File: src/rtl/lvt_bram_wr_arbiter.sv
// Front-end for lvt_bram. After reset it sweeps the memory to zero, then maps up to two write
// requesters per cycle onto wr0/wr1 in round-robin order and sequences one read client via rd0.
module lvt_bram_wr_arbiter #(
   parameter int unsigned ADDR_W = 7,
   parameter int unsigned DATA_W = 5,
   parameter int unsigned NREQ   = 4,
   parameter int unsigned RD_LAT = 1
) (
   input  logic                     clk,
   input  logic                     rst,
   input  logic [NREQ-1:0]          req_valid,
   input  logic [NREQ*ADDR_W-1:0]   req_addr,
   input  logic [NREQ*DATA_W-1:0]   req_data,
   output logic [NREQ-1:0]          req_ready,
   input  logic                     rd_valid,
   input  logic [ADDR_W-1:0]        rd_addr,
   output logic                     rd_ready,
   output logic                     rsp_valid,
   output logic [DATA_W-1:0]        rsp_data,
   output logic                     init_done,
   output logic                     wr0_en,
   output logic [ADDR_W-1:0]        wr0_addr,
   output logic [DATA_W-1:0]        wr0_data,
   output logic                     wr1_en,
   output logic [ADDR_W-1:0]        wr1_addr,
   output logic [DATA_W-1:0]        wr1_data,
   output logic                     rd0_en,
   output logic [ADDR_W-1:0]        rd0_addr,
   input  logic [DATA_W-1:0]        rd0_data
);

   localparam int unsigned IDX_W = (NREQ > 1) ? $clog2(NREQ) : 1;
   localparam logic [ADDR_W-1:0] LAST_PAIR = {{(ADDR_W-1){1'b1}}, 1'b0};

   typedef enum logic {StInit, StRun} state_e;

   state_e              state_q;
   logic [ADDR_W-1:0]   sweep_q;
   logic [IDX_W-1:0]    rr_q;
   logic [RD_LAT-1:0]   rd_pipe_q;

   logic                g0_vld, g1_vld;
   logic [IDX_W-1:0]    g0_idx, g1_idx, cur_idx, rr_d;
   logic [IDX_W:0]      scan, rr_inc;
   logic [ADDR_W-1:0]   g0_addr, g1_addr, cur_addr;
   logic [DATA_W-1:0]   g0_data, g1_data;
   logic                rd_accept;

   // Rotating scan from rr_q: first valid takes port 0, next valid at a different address port 1.
   always_comb begin
      g0_vld    = 1'b0;
      g1_vld    = 1'b0;
      g0_idx    = '0;
      g1_idx    = '0;
      g0_addr   = '0;
      g1_addr   = '0;
      g0_data   = '0;
      g1_data   = '0;
      scan      = '0;
      cur_idx   = '0;
      cur_addr  = '0;
      req_ready = '0;
      if (state_q == StRun) begin
         for (int i = 0; i < int'(NREQ); i++) begin
            scan = {1'b0, rr_q} + (IDX_W+1)'(i);
            if (scan >= (IDX_W+1)'(NREQ)) scan = scan - (IDX_W+1)'(NREQ);
            cur_idx  = scan[IDX_W-1:0];
            cur_addr = req_addr[cur_idx*ADDR_W +: ADDR_W];
            if (req_valid[cur_idx]) begin
               if (!g0_vld) begin
                  g0_vld  = 1'b1;
                  g0_idx  = cur_idx;
                  g0_addr = cur_addr;
                  g0_data = req_data[cur_idx*DATA_W +: DATA_W];
               end else if (!g1_vld && cur_addr != g0_addr) begin
                  g1_vld  = 1'b1;
                  g1_idx  = cur_idx;
                  g1_addr = cur_addr;
                  g1_data = req_data[cur_idx*DATA_W +: DATA_W];
               end
            end
         end
      end
      if (g0_vld) req_ready[g0_idx] = 1'b1;
      if (g1_vld) req_ready[g1_idx] = 1'b1;
      rr_inc = {1'b0, (g1_vld ? g1_idx : g0_idx)} + (IDX_W+1)'(1);
      rr_d   = (rr_inc == (IDX_W+1)'(NREQ)) ? '0 : rr_inc[IDX_W-1:0];
      // Stall a read that targets an address being granted, so it cannot race the write.
      rd_ready = (state_q == StRun) &&
                 !(g0_vld && rd_addr == g0_addr) &&
                 !(g1_vld && rd_addr == g1_addr);
   end

   assign rd_accept = rd_valid & rd_ready;

   always_ff @(posedge clk) begin
      if (rst) begin
         state_q   <= StInit;
         sweep_q   <= '0;
         rr_q      <= '0;
         rd_pipe_q <= '0;
         init_done <= 1'b0;
         rsp_valid <= 1'b0;
         rsp_data  <= '0;
         wr0_en    <= 1'b0;
         wr0_addr  <= '0;
         wr0_data  <= '0;
         wr1_en    <= 1'b0;
         wr1_addr  <= '0;
         wr1_data  <= '0;
         rd0_en    <= 1'b0;
         rd0_addr  <= '0;
      end else begin
         rd_pipe_q[0] <= rd0_en;
         for (int k = 1; k < int'(RD_LAT); k++) rd_pipe_q[k] <= rd_pipe_q[k-1];
         rsp_valid <= rd_pipe_q[RD_LAT-1];
         if (rd_pipe_q[RD_LAT-1]) rsp_data <= rd0_data;
         case (state_q)
            StInit: begin
               wr0_en   <= 1'b1;
               wr0_addr <= sweep_q;
               wr0_data <= '0;
               wr1_en   <= 1'b1;
               wr1_addr <= sweep_q | ADDR_W'(1);
               wr1_data <= '0;
               sweep_q  <= sweep_q + ADDR_W'(2);
               if (sweep_q == LAST_PAIR) begin
                  state_q   <= StRun;
                  init_done <= 1'b1;
               end
            end
            StRun: begin
               wr0_en   <= g0_vld;
               wr0_addr <= g0_addr;
               wr0_data <= g0_data;
               wr1_en   <= g1_vld;
               wr1_addr <= g1_addr;
               wr1_data <= g1_data;
               rd0_en   <= rd_accept;
               if (rd_accept) rd0_addr <= rd_addr;
               if (g0_vld) rr_q <= rr_d;
            end
            default: state_q <= StInit;
         endcase
      end
   end

endmodule
File: config.mk
export PLATFORM = sky130hd
export DESIGN_NAME = lvt_bram_wr_arbiter
export DESIGN_NICKNAME = d
export VERILOG_FILES = /design/src/rtl/lvt_bram_wr_arbiter.sv
export SDC_FILE = /design/constraint.sdc
export NUM_CORES = 1
export LEC_CHECK = 0
export ABC_AREA = 1
export CAP_MARGIN = 5
export CORE_UTILIZATION = 50
export DETAILED_ROUTE_END_ITERATION = 16
export GPL_TIMING_DRIVEN = 0
export PLACE_DENSITY = 0.76
export SYNTH_ARGS = -nofsm -noshare
export SYNTH_HDL_FRONTEND = slang
export SYNTH_SLANG_ARGS = --single-unit
File: constraint.sdc
create_clock -name clk -period 10.6 [get_ports clk]
set_input_delay 2.65 -clock clk [delete_from_list [all_inputs] [get_ports clk]]
set_output_delay 2.65 -clock clk [all_outputs]
set_load 0.02 [all_outputs]
== After elaboration in Yosys (flattened, before gate mapping) ==
Index checks and enable logic that the tools add are counted.

* Logic and storage cells: 187
* Register bits: 52

* Shift-type cells: 8
* $lt $le $gt $ge: 12
* Multiply operators: 8
* Muxes and demuxes: 108
* Bitwise logic cells: 3
* Add/subtract/negate cells: 9
* Reductions and logical operators: 17
* Equal/unequal tests: 7

{| class="wikitable"
|+ Operators by type and width
! kind !! count
|-
| $mux W7 || 21
|-
| $shiftx A28 B6 Y7 || 4
|-
| $mux W5 || 16
|-
| $shiftx A20 B6 Y5 || 4
|-
| $mux W2 || 28
|-
| $mul A2 B3 Y5 const B || 8
|-
| $mux W1 || 29
|-
| $pmux W7 S2 || 2
|-
| $ne A7 B7 Y1 || 3
|-
| $pmux W5 S2 || 2
|-
| $lt A2 B3 Y1 const B || 6
|-
| $eq A7 B7 Y1 || 2
|-
| $ge A3 B3 Y1 const B || 3
|-
| $logic_and A1 B1 Y1 || 9
|-
| $bmux W1 S2 || 4
|-
| $mux W4 || 2
|-
| $sub A2 B1 Y2 const B || 4
|-
| $add A7 B2 Y7 const B || 1
|-
| $eq A7 B7 Y1 const B || 1
|-
| $add A2 B1 Y3 const B || 2
|-
| $add A2 B2 Y3 const B || 2
|-
| $reduce_and A2 Y1 || 3
|-
| $logic_not A1 Y1 || 5
|-
| $demux W1 S2 || 2
|-
| other kinds (7) || 9
|}

== Longest topological paths before layout ==
* Depth in word-level cells: 31
* Depth in mapped cells: 30

== Worst setup path after synthesis ==
No wires, ideal clock.

* Path type: input to output
* Start point: input req_valid[1]
* End point: output rd_ready
* Setup slack: 3.012 ns
* Stages on the path: 15
* Buffers on the path: 2
* Arrival time: 4.938 ns
* Required time: 7.950 ns
* Path through: inv_1 -> nand2_2 -> nand3_2 -> nand2_2 -> nor2_2 -> buf_4 -> nand2_1 -> nor2_2 -> buf_4 -> nand2_1 -> o211ai_1 -> xor2_1 -> nor4_1 -> a21oi_2 -> a21boi_0

* Longest elaborated chain between the ends: 26
* Elaborated cells on any way between the ends: 65

{| class="wikitable"
|+ RTL lines
! element !! RTL line !! source
|-
| start: declaration || 11 || <nowiki>input logic [NREQ-1:0] req_valid,</nowiki>
|-
| $bmux W1 S2 || 69 || <nowiki>if (req_valid[cur_idx]) begin</nowiki>
|-
| $mux W1 (not written as such) || 69 ||
|-
| $mux W7 || 69 ||
|-
| $mux W7 || 63 || <nowiki>if (state_q == StRun) begin</nowiki>
|-
| $ne A7 B7 Y1 || 75 || <nowiki>end else if (!g1_vld && cur_addr != g0_addr) begin</nowiki>
|-
| $logic_and A1 B1 Y1 || 75 ||
|-
| $mux W1 || 75 ||
|-
| $mux W1 || 70 || <nowiki>if (!g0_vld) begin</nowiki>
|-
| [... 10 more ...] || -- ||
|-
| $mux W7 || 75 ||
|-
| $mux W7 || 70 ||
|-
| $mux W7 || 69 ||
|-
| $mux W7 || 63 ||
|-
| $eq A7 B7 Y1 || 91 || <nowiki>!(g1_vld && rd_addr == g1_addr);</nowiki>
|-
| $logic_and A1 B1 Y1 || 91 ||
|-
| $logic_not A1 Y1 || 91 ||
|-
| $logic_and A1 B1 Y1 * || 90 || <nowiki>!(g0_vld && rd_addr == g0_addr) &&</nowiki>
|-
| end: declaration || 17 || <nowiki>output logic rd_ready,</nowiki>
|}

Every way passes the cells marked *; elsewhere a longest branch is shown, timed or not. The select of a mux whose other input is x is not followed.

== Worst setup path after layout ==
* Start point: input req_valid[0]
* End point: output rd_ready

The elaborated chain is that of the path after synthesis.

==> insert_results.sql <==
INSERT INTO impl_metrics (metric_group, metric, value, unit) VALUES
('floorplanning', 'core_area', '9280', 'µm²'),
('timing', 'grt_setup_unrepaired', 'no', ''),
('setup_path', 'timing.critical_path.required', '7950', 'ps'),
('synth', 'number_of_enable_type_register_cells_in_the_synthesized_netlist', '0', ''),
('clock_tree', 'clkLatencyLatePin', '310', 'ps'),
('synth', 'synth_compound_gate_area_share', '0.160', ''),
('global_route', 'grt.busiest_layer', 'met2', ''),
('global_route', 'grt_max_degree', '19', ''),
('synth', 'main_combinational_cell_family_by_area_after_synthesis', 'simple AND/OR/NAND/NOR gates', ''),
('global_route', 'grt_pass1_vias', '5565', ''),
('synth', 'yosys-mux-area-fraction', '0.0333', ''),
('timing', 'slew_viol_final', '0', ''),
('clock_tree', 'cts_made_buffers', '5', ''),
('power', 'max-vdd-ir-drop', '65.1', 'µV'),
('global_route', 'met3_usage', '0.0376', ''),
('detailed_routing', 'length_of_the_first_detailed_routing_pass_in_iterations', '6', ''),
('synth', 'synth-main-ff-cell', 'sky130_fd_sc_hd__dfxtp_1', ''),
('setup_path', 'reg2reg_from', 'rr_q[1]', ''),
('floorplanning', 'die-area', '10000', 'µm²'),
('setup_path', 'timing.critical_path.fanout_max', '10', ''),
('setup_path', 'worst_ep_arrival_time', '6240', 'ps'),
('timing', 'worst_tran_pin_value', '754', 'ps'),
('synth', 'yosys.area.top_type_share', '0.254', ''),
('placement', 'finalWeightedCongestion', '0.945', ''),
('setup_path', 'cp.depth', '25', ''),
('setup_path', 'crit_path_frequent_cell', 'sky130_fd_sc_hd__nand2_1', ''),
('timing', 'finalHoldWorstSlack', '448', 'ps'),
('floorplanning', 'num_rows', '35', ''),
('detailed_routing', 'detail_route.drc_violations', '0', ''),
('synth', 'synthTopCellsByArea', 'sky130_fd_sc_hd__nand2_1 (25%), sky130_fd_sc_hd__dfxtp_1 (21%), sky130_fd_sc_hd__inv_1 (7.3%)', ''),
('timing', 'setup_violators_final', '0', ''),
('layout', 'syn2layout_area_growth', '28.5', '%'),
('hold_path', 'worstHoldPathType', 'register to register', ''),
('layout', 'multi_input_comb_area', '3150', 'µm²'),
('floorplanning', 'die_w', '100', 'µm'),
('placement', 'place.detailed.hpwl', '12300', 'µm'),
('timing', 'skew', '9.37', 'ps'),
('global_route', 'antenna_violations_before_repair', '0', ''),
('hold_path', 'worst_hold_path.num_cells', '2', ''),
('synth', 'synth_warnings', '0', ''),
('clock_tree', 'holdBufCountCts', '0', ''),
('floorplanning', 'boundaryPins', '113', ''),
('timing', 'timing.fmax', '0.113', 'GHz'),
('power', 'pwr_density_cell', '72.4', 'nW/µm²'),
('timing', 'timing.final.ws_setup', '1710', 'ps'),
('synth', 'number_of_distinct_library_cell_variants_in_the_gate_level_netlist_after_synthesis', '43', ''),
('setup_path', 'critical_path.top_delay_family', 'simple AND/OR/NAND/NOR gates', ''),
('synth', 'number_of_instances_in_the_synthesized_netlist', '856', ''),
('floorplanning', 'start_util', '0.518', ''),
('power', 'power_leakage', '0.00293', 'µW'),
('setup_path', 'worst_path_cell_with_the_longest_stage_delay', 'sky130_fd_sc_hd__clkdlybuf4s50_1', ''),
('setup_path', 'end_kind', 'primary output', ''),
('clock_tree', 'clk_pin_slew_worst_paths', '110', 'ps'),
('synth', 'synthesis.area', '4810', 'µm²'),
('setup_path', 'r2r.worst_path.cells', '23', ''),
('detailed_routing', 'postRouteWirelength', '15200', 'µm'),
('timing', 'layout_worst_path_cycle_share', '0.838', ''),
('synth', 'postSynthNetCount', '925', ''),
('placement', 'place.detailed.instances', '1096', ''),
('synth', 'synth.avg_cell_area', '5.62', 'µm²'),
('placement', 'portBuffers', '111', ''),
('layout', 'layoutNonFillerInstCount', '1104', ''),
('timing', 'slew_headroom', '0.498', ''),
('layout', 'n_fill_cell', '899', ''),
('timing', 'timing.final.hold_violations', '0', ''),
('run_status', 'outcome', 'complete, no violations', ''),
('global_route', 'global_route.usage.met2', '0.552', ''),
('clock_tree', 'ctsLongestPathBuffers', '2', ''),
('setup_path', 'start_kind', 'primary input', ''),
('detailed_routing', 'dr.first_iter.drc_count', '292', ''),
('timing', 'post_route_minimum_period', '8890', 'ps');
[cells in the mapped netlist (all sizes together) (6+ instances only)]
| master | number |
|---|---|
| o211ai | 8 |
| nor2 | 62 |
| o22ai | 8 |
| nand2 | 338 |
| clkinv | 9 |
| nand4 | 12 |
| a21oi | 28 |
| mux2i | 16 |
| clkbuf | 12 |
| buf | 25 |
| nand3 | 72 |
| a221oi | 6 |
| inv | 100 |
| xor2 | 6 |
| dfxtp | 51 |
| o21ai | 76 |
| or2 | 7 |
[tightest hold or removal path, stage by stage, from the launching register on]
cell and delay [ps]:
sky130_fd_sc_hd__dfxtp_1 330, sky130_fd_sc_hd__inv_1 50, sky130_fd_sc_hd__nor2_1 40
[placed cells by master, fill, tap and decap left out, types with 8 or more instances in the layout]
cell                              synthesis  layout
sky130_fd_sc_hd__o21ai_0                 54      54
sky130_fd_sc_hd__dfxtp_1                 51      51
sky130_fd_sc_hd__nand2_1                326     326
sky130_fd_sc_hd__buf_2                    8       8
sky130_fd_sc_hd__clkinv_1                 9       9
sky130_fd_sc_hd__clkbuf_1                12      12
sky130_fd_sc_hd__a21oi_1                 26      26
sky130_fd_sc_hd__nand2_2                  9       9
sky130_fd_sc_hd__clkdlybuf4s50_1          0     111
sky130_fd_sc_hd__o22ai_1                  8       8
sky130_fd_sc_hd__nand3_1                 67      67
sky130_fd_sc_hd__nor2_1                  57      57
sky130_fd_sc_hd__o21ai_1                 22      22
sky130_fd_sc_hd__nand4_1                 12      12
sky130_fd_sc_hd__inv_1                   93      93
sky130_fd_sc_hd__mux2i_1                 16      16
[per-stage QoR]
step / power (µW) / area [µm²] / util
2_1_floorplan: 276 / 4810 / -
3_3_place_gp: 324 / 6090 / 0.656
3_5_place_dp: 327 / 6090 / 0.656
4_1_cts: 445 / 6180 / 0.666
5_1_grt: 470 / 6180 / 0.666
6_report: 448 / 6180 / 0.666
[cells by family after synthesis]
kind of cell / after synthesis
buf+inv: 146
simple gates: 499
mux: 16
xor+xnor: 7
flops: 51
compound gates: 135
fa+ha+maj: 2
[final timing paths]
check	end	slack (ps)
worst min-delay path	rd_pipe_q	450
worst max register to register	rd0_addr[4]	7160
worst max-delay path	rd_ready	1710
worst min register to register	rd_pipe_q	450
[state kept, by name (all words and copies together) (netlist names)]
signal     count
wr1_en         1
rsp_valid      1
wr0_addr       7
rr_q           2
wr1_addr       7
rd0_addr       7
rd_pipe_q      1
rd0_en         1
wr0_en         1
sweep_q        6
wr0_data       5
state_q        1
wr1_data       5
rsp_data       5
init_done      1
[cell type report]
cell class,instances,share of cell area
multi-input combinational,659,0.510
timing repair buffer,111,0.180
sequential,51,0.165
inverter,109,0.0670
buffer,37,0.0368
tap,129,0.0261
clock buffer,5,0.0111
clock inverter,3,0.00465
[power breakdown]
| part | internal [µW] | leakage, µW | switching, µW |
|---|---|---|---|
| clock network | 49.1 | 0.0000502 | 73.4 |
| registers | 194 | 0.000413 | 1.63 |
| logic | 54.4 | 0.00246 | 74.7 |
[routing by layer]
layer | vias up | share of wire
met5 | - | 0
met4 | 0 | 0.020
met3 | 33 | 0.058
met2 | 204 | 0.48
met1 | 2663 | 0.44
li1 | 2983 | -
(Power assumes the default switching activity.)
